--- config.mk ---
export PLATFORM = sky130hd
export DESIGN_NAME = eight_bit_fmultiplier
export DESIGN_NICKNAME = d
export VERILOG_FILES = /design/src/rtl/eight_bit_fmultiplier.sv
export SDC_FILE = /design/constraint.sdc
export NUM_CORES = 1
export LEC_CHECK = 0
export CAP_MARGIN = 10
export CORE_AREA = 5 5 92 94
export DETAILED_ROUTE_END_ITERATION = 8
export DIE_AREA = 0 0 97 99
export SKIP_CTS_REPAIR_TIMING = 1
export SLEW_MARGIN = 20
export SYNTH_ARGS = -nofsm -noshare
export SYNTH_HDL_FRONTEND = slang
export SYNTH_SLANG_ARGS = --single-unit
--- constraint.sdc ---
create_clock -name clk -period 2.8 [get_ports clk]
set_clock_uncertainty 0.2 [all_clocks]
set_input_delay 0.84 -clock clk [delete_from_list [all_inputs] [get_ports clk]]
set_output_delay 0.84 -clock clk [all_outputs]
set_load 0.05 [all_outputs]
--- src/rtl/eight_bit_fmultiplier.sv ---
// Sequential 1-3-4 floating-point multiplier (sign, 3-bit exp bias 3, 4-bit frac).
// Shift-add significand product, iterative normalise, truncating pack with ovf/uvf flags.
module eight_bit_fmultiplier (
  input  logic       clk,
  input  logic       rst,
  input  logic       start,
  input  logic [7:0] a,
  input  logic [7:0] b,
  output logic       busy,
  output logic       prod_valid,
  output logic [7:0] prod,
  output logic       ovf,
  output logic       uvf
);

  localparam int BIAS      = 3;
  localparam int MUL_STEPS = 5;

  typedef enum logic [2:0] {IDLE, MUL, NORM, PACK, DONE} state_t;

  state_t             state;
  logic               sign;
  logic               zero;
  logic [9:0]         mcand;
  logic [4:0]         mplier;
  logic [9:0]         p;
  logic signed [5:0]  e;
  logic [2:0]         cnt;

  logic [2:0] ea_eff, eb_eff;
  logic [4:0] a_sig, b_sig;
  logic       accept;

  // Denormals use exponent 1 with no hidden bit.
  assign ea_eff = (a[6:4] == 3'd0) ? 3'd1 : a[6:4];
  assign eb_eff = (b[6:4] == 3'd0) ? 3'd1 : b[6:4];
  assign a_sig  = {a[6:4] != 3'd0, a[3:0]};
  assign b_sig  = {b[6:4] != 3'd0, b[3:0]};
  assign accept = start && (state == IDLE || state == DONE);

  always_ff @(posedge clk or posedge rst) begin
    if (rst) begin
      state      <= IDLE;
      busy       <= 1'b0;
      prod_valid <= 1'b0;
      prod       <= 8'h00;
      ovf        <= 1'b0;
      uvf        <= 1'b0;
      sign       <= 1'b0;
      zero       <= 1'b0;
      mcand      <= 10'd0;
      mplier     <= 5'd0;
      p          <= 10'd0;
      e          <= 6'sd0;
      cnt        <= 3'd0;
    end else if (accept) begin
      state      <= MUL;
      busy       <= 1'b1;
      prod_valid <= 1'b0;
      ovf        <= 1'b0;
      uvf        <= 1'b0;
      sign       <= a[7] ^ b[7];
      zero       <= (a[6:0] == 7'd0) || (b[6:0] == 7'd0);
      mcand      <= {5'd0, a_sig};
      mplier     <= b_sig;
      p          <= 10'd0;
      e          <= $signed({3'd0, ea_eff}) + $signed({3'd0, eb_eff}) - 6'(BIAS);
      cnt        <= 3'd0;
    end else begin
      case (state)
        MUL: begin
          if (zero) begin
            state <= PACK;
          end else begin
            if (mplier[0]) p <= p + mcand;
            mcand  <= mcand << 1;
            mplier <= mplier >> 1;
            cnt    <= cnt + 3'd1;
            if (cnt == 3'(MUL_STEPS - 1)) state <= NORM;
          end
        end
        NORM: begin
          // Right shifts truncate, giving round-toward-zero.
          if (p[9]) begin
            p <= p >> 1;
            e <= e + 6'sd1;
          end else if (e < 6'sd1) begin
            p <= p >> 1;
            e <= e + 6'sd1;
          end else if (!p[8] && p != 10'd0 && e > 6'sd1) begin
            p <= p << 1;
            e <= e - 6'sd1;
          end else begin
            state <= PACK;
          end
        end
        PACK: begin
          state      <= DONE;
          busy       <= 1'b0;
          prod_valid <= 1'b1;
          if (zero) begin
            prod <= 8'h00;
          end else if (e > 6'sd7) begin
            prod <= {sign, 7'h7F};
            ovf  <= 1'b1;
          end else if (p[8]) begin
            prod <= {sign, e[2:0], p[7:4]};
          end else if (p[7:4] != 4'd0) begin
            prod <= {sign, 3'b000, p[7:4]};
          end else begin
            prod <= 8'h00;
            uvf  <= 1'b1;
          end
        end
        default: ;
      endcase
    end
  end

endmodule

# --- Yosys cells after proc, flatten, opt, wreduce, memory -nomap -nowiden ---
# Cells that the tools add are included.
word_totals:
  inputBits: 19
  word_cells: 119
  reg_bits: 51
  out_inout_bits: 12
classes:
  eq_ne: 16
  muxes: 48
  add_sub_neg: 6
  reduce_logical: 30
  n_bitwise: 2
  order_cmp: 3
ops:
  columns: ["op", "count"]
  rows:
  - ["10-bit two-way mux", 9]
  - ["3-bit two-way mux", 11]
  - ["8-bit two-way mux", 4]
  - ["6-bit two-way mux", 5]
  - ["10-bit one-hot mux with 2 select lines", 1]
  - ["5-bit two-way mux", 3]
  - ["3-bit inequality test (second input constant)", 5]
  - ["7-bit logical NOT", 2]
  - ["1-bit two-way mux", 14]
  - ["4-bit nonzero test", 3]
  - ["10-bit adder", 1]
  - ["5-bit AND reduction", 2]
  - ["10-bit nonzero test", 1]
  - ["3-bit logical NOT", 3]
  - ["3-bit one-hot mux with 3 select lines", 1]
  - ["3-bit nonzero test", 3]
  - ["2-bit nonzero test", 4]
  - ["6-bit by 2-bit adder with 6-bit output (second input constant)", 1]
  - ["3-bit by 2-bit == test with 1-bit output (second input constant)", 2]
  - ["3-bit == test (second input constant)", 2]
  - ["6-bit by 2-bit > comparator with 1-bit output (second input constant)", 1]
  - ["6-bit by 4-bit > comparator with 1-bit output (second input constant)", 1]
  - ["6-bit by 2-bit < comparator with 1-bit output (second input constant)", 1]
  - ["2-bit AND reduction", 3]
  - ["16 further kinds", 22]

# --- Depth between registers and ports, before layout ---
# Gate-level depths: netlist (run 1).
logic_depth:
  word_depth: 8
  ltp_mapped: 9

# --- Worst setup path before layout (run 1) ---
# OpenSTA, ideal clock, no wires.
synth_path:
  path_kind: "input-to-reg"
  from: "in a[5]"
  to: "reg e[3]"
  slack_ns: 0.406
  arrival_ns: 2.054
  cell_stages: 7
  path_buffers: 1
  setup_ns: 0.140
  path_cell_list: "clkbuf_1 -> ha_1 -> ha_1 -> fa_1 -> xor2_1 -> nor2_1 -> a31oi_1"
synth_between:
  elab_chain_len: 5
synth_lines:
  columns: ["element", "line", "source"]
  rows:
  - ["from (decl)", "7", "input logic [7:0] a,"]
  - ["3-bit logical NOT", "35", "assign ea_eff = (a[6:4] == 3'd0) ? 3'd1 : a[6:4];"]
  - ["3-bit two-way mux *", "35", null]
  - ["3-bit by 3-bit adder with 4-bit output *", "67", "e <= $signed({3'd0, ea_eff}) + $signed({3'd0, eb_eff}) - 6'(BIAS);"]
  - ["4-bit by 2-bit subtractor with 5-bit output *", "67", null]
  - ["6-bit two-way mux *", "56", "end else if (accept) begin"]
  - ["to (signal assigned)", "67", null]
  - ["to (signal assigned)", "86", "e <= e + 6'sd1;"]
  - ["to (signal assigned)", "89", "e <= e + 6'sd1;"]
  - ["to (decl)", "27", "logic signed [5:0] e;"]
# Every way passes the cells marked *; elsewhere a longest branch is shown, timed or not.
# A chain may end at the register's enable or synchronous reset.

# --- Worst setup path after layout (run 1) ---
# Ends and elaborated chain as after synthesis.

==> results of run 1 <==
[through the flow]
| step | area, sq um | power [mW] |
|---|---|---|
| floorplan | 3270 | 3.40 |
| global placement | 3780 | 4.11 |
| detailed placement | 3780 | 4.16 |
| CTS | 3920 | 4.79 |
| global route | 3920 | 5.16 |
| finish | 3920 | 4.77 |
[placed cells by master (no fill, tap or decap), drive strengths merged, types with 2 or more instances in the layout]
| master | instances |
|---|---|
| a21oi | 29 |
| a221oi | 6 |
| or4 | 4 |
| bufinv | 2 |
| or3 | 3 |
| nor3 | 7 |
| xnor2 | 6 |
| and3 | 2 |
| clkdlybuf4s50 | 30 |
| xor2 | 6 |
| nor2b | 2 |
| mux2i | 12 |
| a21o | 10 |
| a22o | 4 |
| buf | 24 |
| inv | 16 |
| o22ai | 2 |
| clkbuf | 6 |
| nor2 | 39 |
| a22oi | 3 |
| ha | 19 |
| nor4 | 3 |
| nand4 | 4 |
| a31oi | 5 |
| or2 | 2 |
| o21ai | 20 |
| dfrtp | 51 |
| nand3 | 6 |
| o31ai | 12 |
| nand2 | 44 |
| o31a | 2 |
| o21a | 2 |
| fa | 2 |
| nand2b | 6 |
[power by group through the flow]
| stage | Clock, mW | Combinational (mW) | Sequential (mW) |
|---|---|---|---|
| floorplan | 0 | 1.86 | 1.55 |
| global placement | 0 | 2.76 | 1.35 |
| detailed placement | 0 | 2.80 | 1.36 |
| CTS | 0.627 | 2.81 | 1.35 |
| global route | 0.660 | 3.10 | 1.40 |
| finish | 0.614 | 2.81 | 1.35 |
[layer usage]
layer | routed length [um] | GRT usage (%) | up-vias
li1 | - | - | 1371
met3 | 300 | 2.69 | 7
met2 | 3750 | 27.0 | 58
met4 | 106 | 4.64 | 0
met5 | 0 | 0 | -
met1 | 3730 | 24.1 | 1300
[logic make-up (layout without fill, tap and decap cells)]
group	Yosys count	after routing	synth area share, %
simple gates	126	126	18.3
compound gates	102	102	22.1
flops	51	51	39.1
buf+inv	36	78	5.09
fa+ha+maj	21	21	8.50
xor+xnor	12	12	3.22
mux	12	12	3.68
[critical path: cells and delay by family]
kind                       cells  cell delay [ps]
buffers and inverters          2              540
and+or+nand+nor                3              210
xor gates and xnor gates       1              160
AOI/OAI and AO/OA              1              130
adders and majority gates      3              750
[layout make-up]
type | count | area (sq um) | share of cell area (%)
multi-input cells | 273 | 1830 | 46.6
repair buffers | 54 | 493 | 12.6
inverters | 16 | 60.1 | 1.53
well taps | 102 | 128 | 3.26
clock buffers | 6 | 72.6 | 1.85
flip-flops and latches | 51 | 1280 | 32.6
clock inverters | 2 | 60.1 | 1.53
[path summary, 6_finish.rpt]
check	to	depth (start not counted)	slack, ps
min reg2reg	prod[4]	2	290
max	e[3]	10	200
min in group asynchronous	prod_valid	3	690
max in group asynchronous	mcand[1]	3	1490
min	prod[4]	2	290
max reg2reg	p[9]	8	300
[registers in the layout, indices dropped and copies added (netlist names)]
register and flops:
mcand 10, mplier 5, zero 1, sign 1, busy 1, cnt 3, prod 8, prod_valid 1
uvf 1, e 6, state 3, p 10, ovf 1
[Yosys cell counts (all sizes together), types with 6 or more instances]
cell	count	share of area, %
dfrtp	51	39
nand2	44	5.4
nor2	39	4.5
a21oi	29	4.4
o21ai	20	3.4
ha	19	7.3
inv	16	1.8
clkbuf	13	1.5
mux2i	12	3.7
o31ai	12	3.3
a21o	10	2.3
buf	7	1.8
nor3	7	1.2
a221oi	6	1.8
nand2b	6	1.1
nand3	6	0.92
xnor2	6	1.6
xor2	6	1.6
==> out/metrics.csv, run 1 <==
stage,metric,value,unit
floorplanning,die area,9600,sq um
drt,drc violations,0,
finish,Layout Cells excl Fill,504,
synthesis,syn avg cell area,9.07,sq um
power_and_ir_drop,Logic pwr share,58.9,%
floorplanning,die span in y,99,um
sta,Rel. slew slack,51.1,%
global_routing,vias in the first global route,2624,
setup_path,Worst R2R Start,p[6],
synthesis,"EDFF count, synth",0,
setup_path,Critical Path AT,2630,ps
job,Max Cap Viol,0,
worst_hold_path,Worst Hold Class,reg2reg,
drt,Antenna Violating Nets Remaining,0,
setup_path,CP max FO,3,
power_and_ir_drop,internal power,2.56,mW
power_and_ir_drop,sw frac,46.4,%
sta,Final Hold Vio Count,0,
placement,routability cong.,0.853,
floorplanning,Ports,31,
sta,endpoints failing setup,0,
finish,# diodes,0,
clock_network,clock-pin slew on the worst setup and hold paths,100,ps
power_and_ir_drop,power share of the clock group,12.9,%
finish,area delta synth->final,19.9,%
setup_path,endpoint type of the worst setup path,flop,
clock_network,maximum clock insertion buffer count,2,
global_routing,gr ovfl total,0,
setup_path,CP Class,in2reg,
floorplanning,num rows,32,
setup_path,Critical Path RT,2830,ps
clock_network,worst skew pair latency,300,ps
clock_network,H-tree levels,2,
setup_path,Critical Path Start Type,primary input,
sta,Fin Setup TNS,0,ps
placement,HPWL Detailed,5.90,mm
sta,fin crit share,92.8,%
setup_path,Slowest cell on crit path,clkdlybuf4s50_1,
power_and_ir_drop,power per cell area,1220,nW/um^2
finish,filler instances,729,
clock_network,clock root buffer,clkbuf_8,
clock_network,Clock Sinks,51,
finish,layout cells sized above 1,11.4,%
global_routing,initial antenna violation count,0,
power_and_ir_drop,switching power,2.21,mW
placement,PortBufs,30,
floorplanning,starting density of the core,43.2,%
power_and_ir_drop,Peak VDD IR,0.608,mV
synthesis,Post-Syn Area,3270,sq um
clock_network,total CTS buffers,5,
floorplanning,Core Area,7570,sq um
setup_path,cell breakdown of the critical path,"clkdlybuf4s50_1, nor2_1, nor2_1, ha_1, inv_1, ha_1, fa_1, xor2_1, nor2_1, a31oi_1",
drt,Vias/cell,5.43,
synthesis,Synth Register Bits,51,
placement,dpl ws,-132,ps
sta,Slew @ Worst Pin,731,ps
setup_path,max incr delay on CP,500,ps
synthesis,syn_nets,400,
global_routing,first-pass GRT wire length,13.4,mm
global_routing,gr usage total,17.0,%
setup_path,CP Launch Point,a[5],
setup_path,"Top cell by count, worst path",nor2_1,
synthesis,Post-synth ARST share,100,%
sta,"Slew Viols, Final",0,
synthesis,"Top FF cell, synth",dfrtp_1,
sta,WHS,286,ps
worst_hold_path,worst hold start,prod[4],
power_and_ir_drop,sequential fraction of design power,28.3,%
clock_network,CTS tree,done,
finish,Nets,441,
sta,time the worst path needs with I/O delays and setup,2600,ps
synthesis,post-synth cell types,55,
drt,"wirelength, routed",7.89,mm
drt,iteration count of the initial detailed-routing pass,4,
finish,fin util,51.8,%
drt,wire per inst,15.6,um
sta,RSZ-0062 raised after global routing,no,
placement,placed insts,496,
synthesis,Mapped Cells,360,
run_status,run status,"finished, final reports clean",
synthesis,Yosys warnings,0,
sta,fmax,385,MHz
sta,Final WS setup,202,ps
power_and_ir_drop,P_leak,1.77,nW
drt,drt initial violations,95,
drt,vias,2736,
synthesis,sequential area share after synthesis,39.1,%
global_routing,largest net degree at the start of global routing,52,
floorplanning,die width,97,um
Power figures use the tool's default switching activity.
==> run 2, diff against run 1 <==
--- a/config.mk
+++ b/config.mk
@@ -7,6 +7,7 @@
 export LEC_CHECK = 0
 export CAP_MARGIN = 10
 export CORE_AREA = 5 5 92 94
+export CTS_CLUSTER_SIZE = 8
 export DETAILED_ROUTE_END_ITERATION = 8
 export DIE_AREA = 0 0 97 99
 export SKIP_CTS_REPAIR_TIMING = 1
==> results of run 2 <==
Final layout, timing and power as in run 1 (identical DEF).
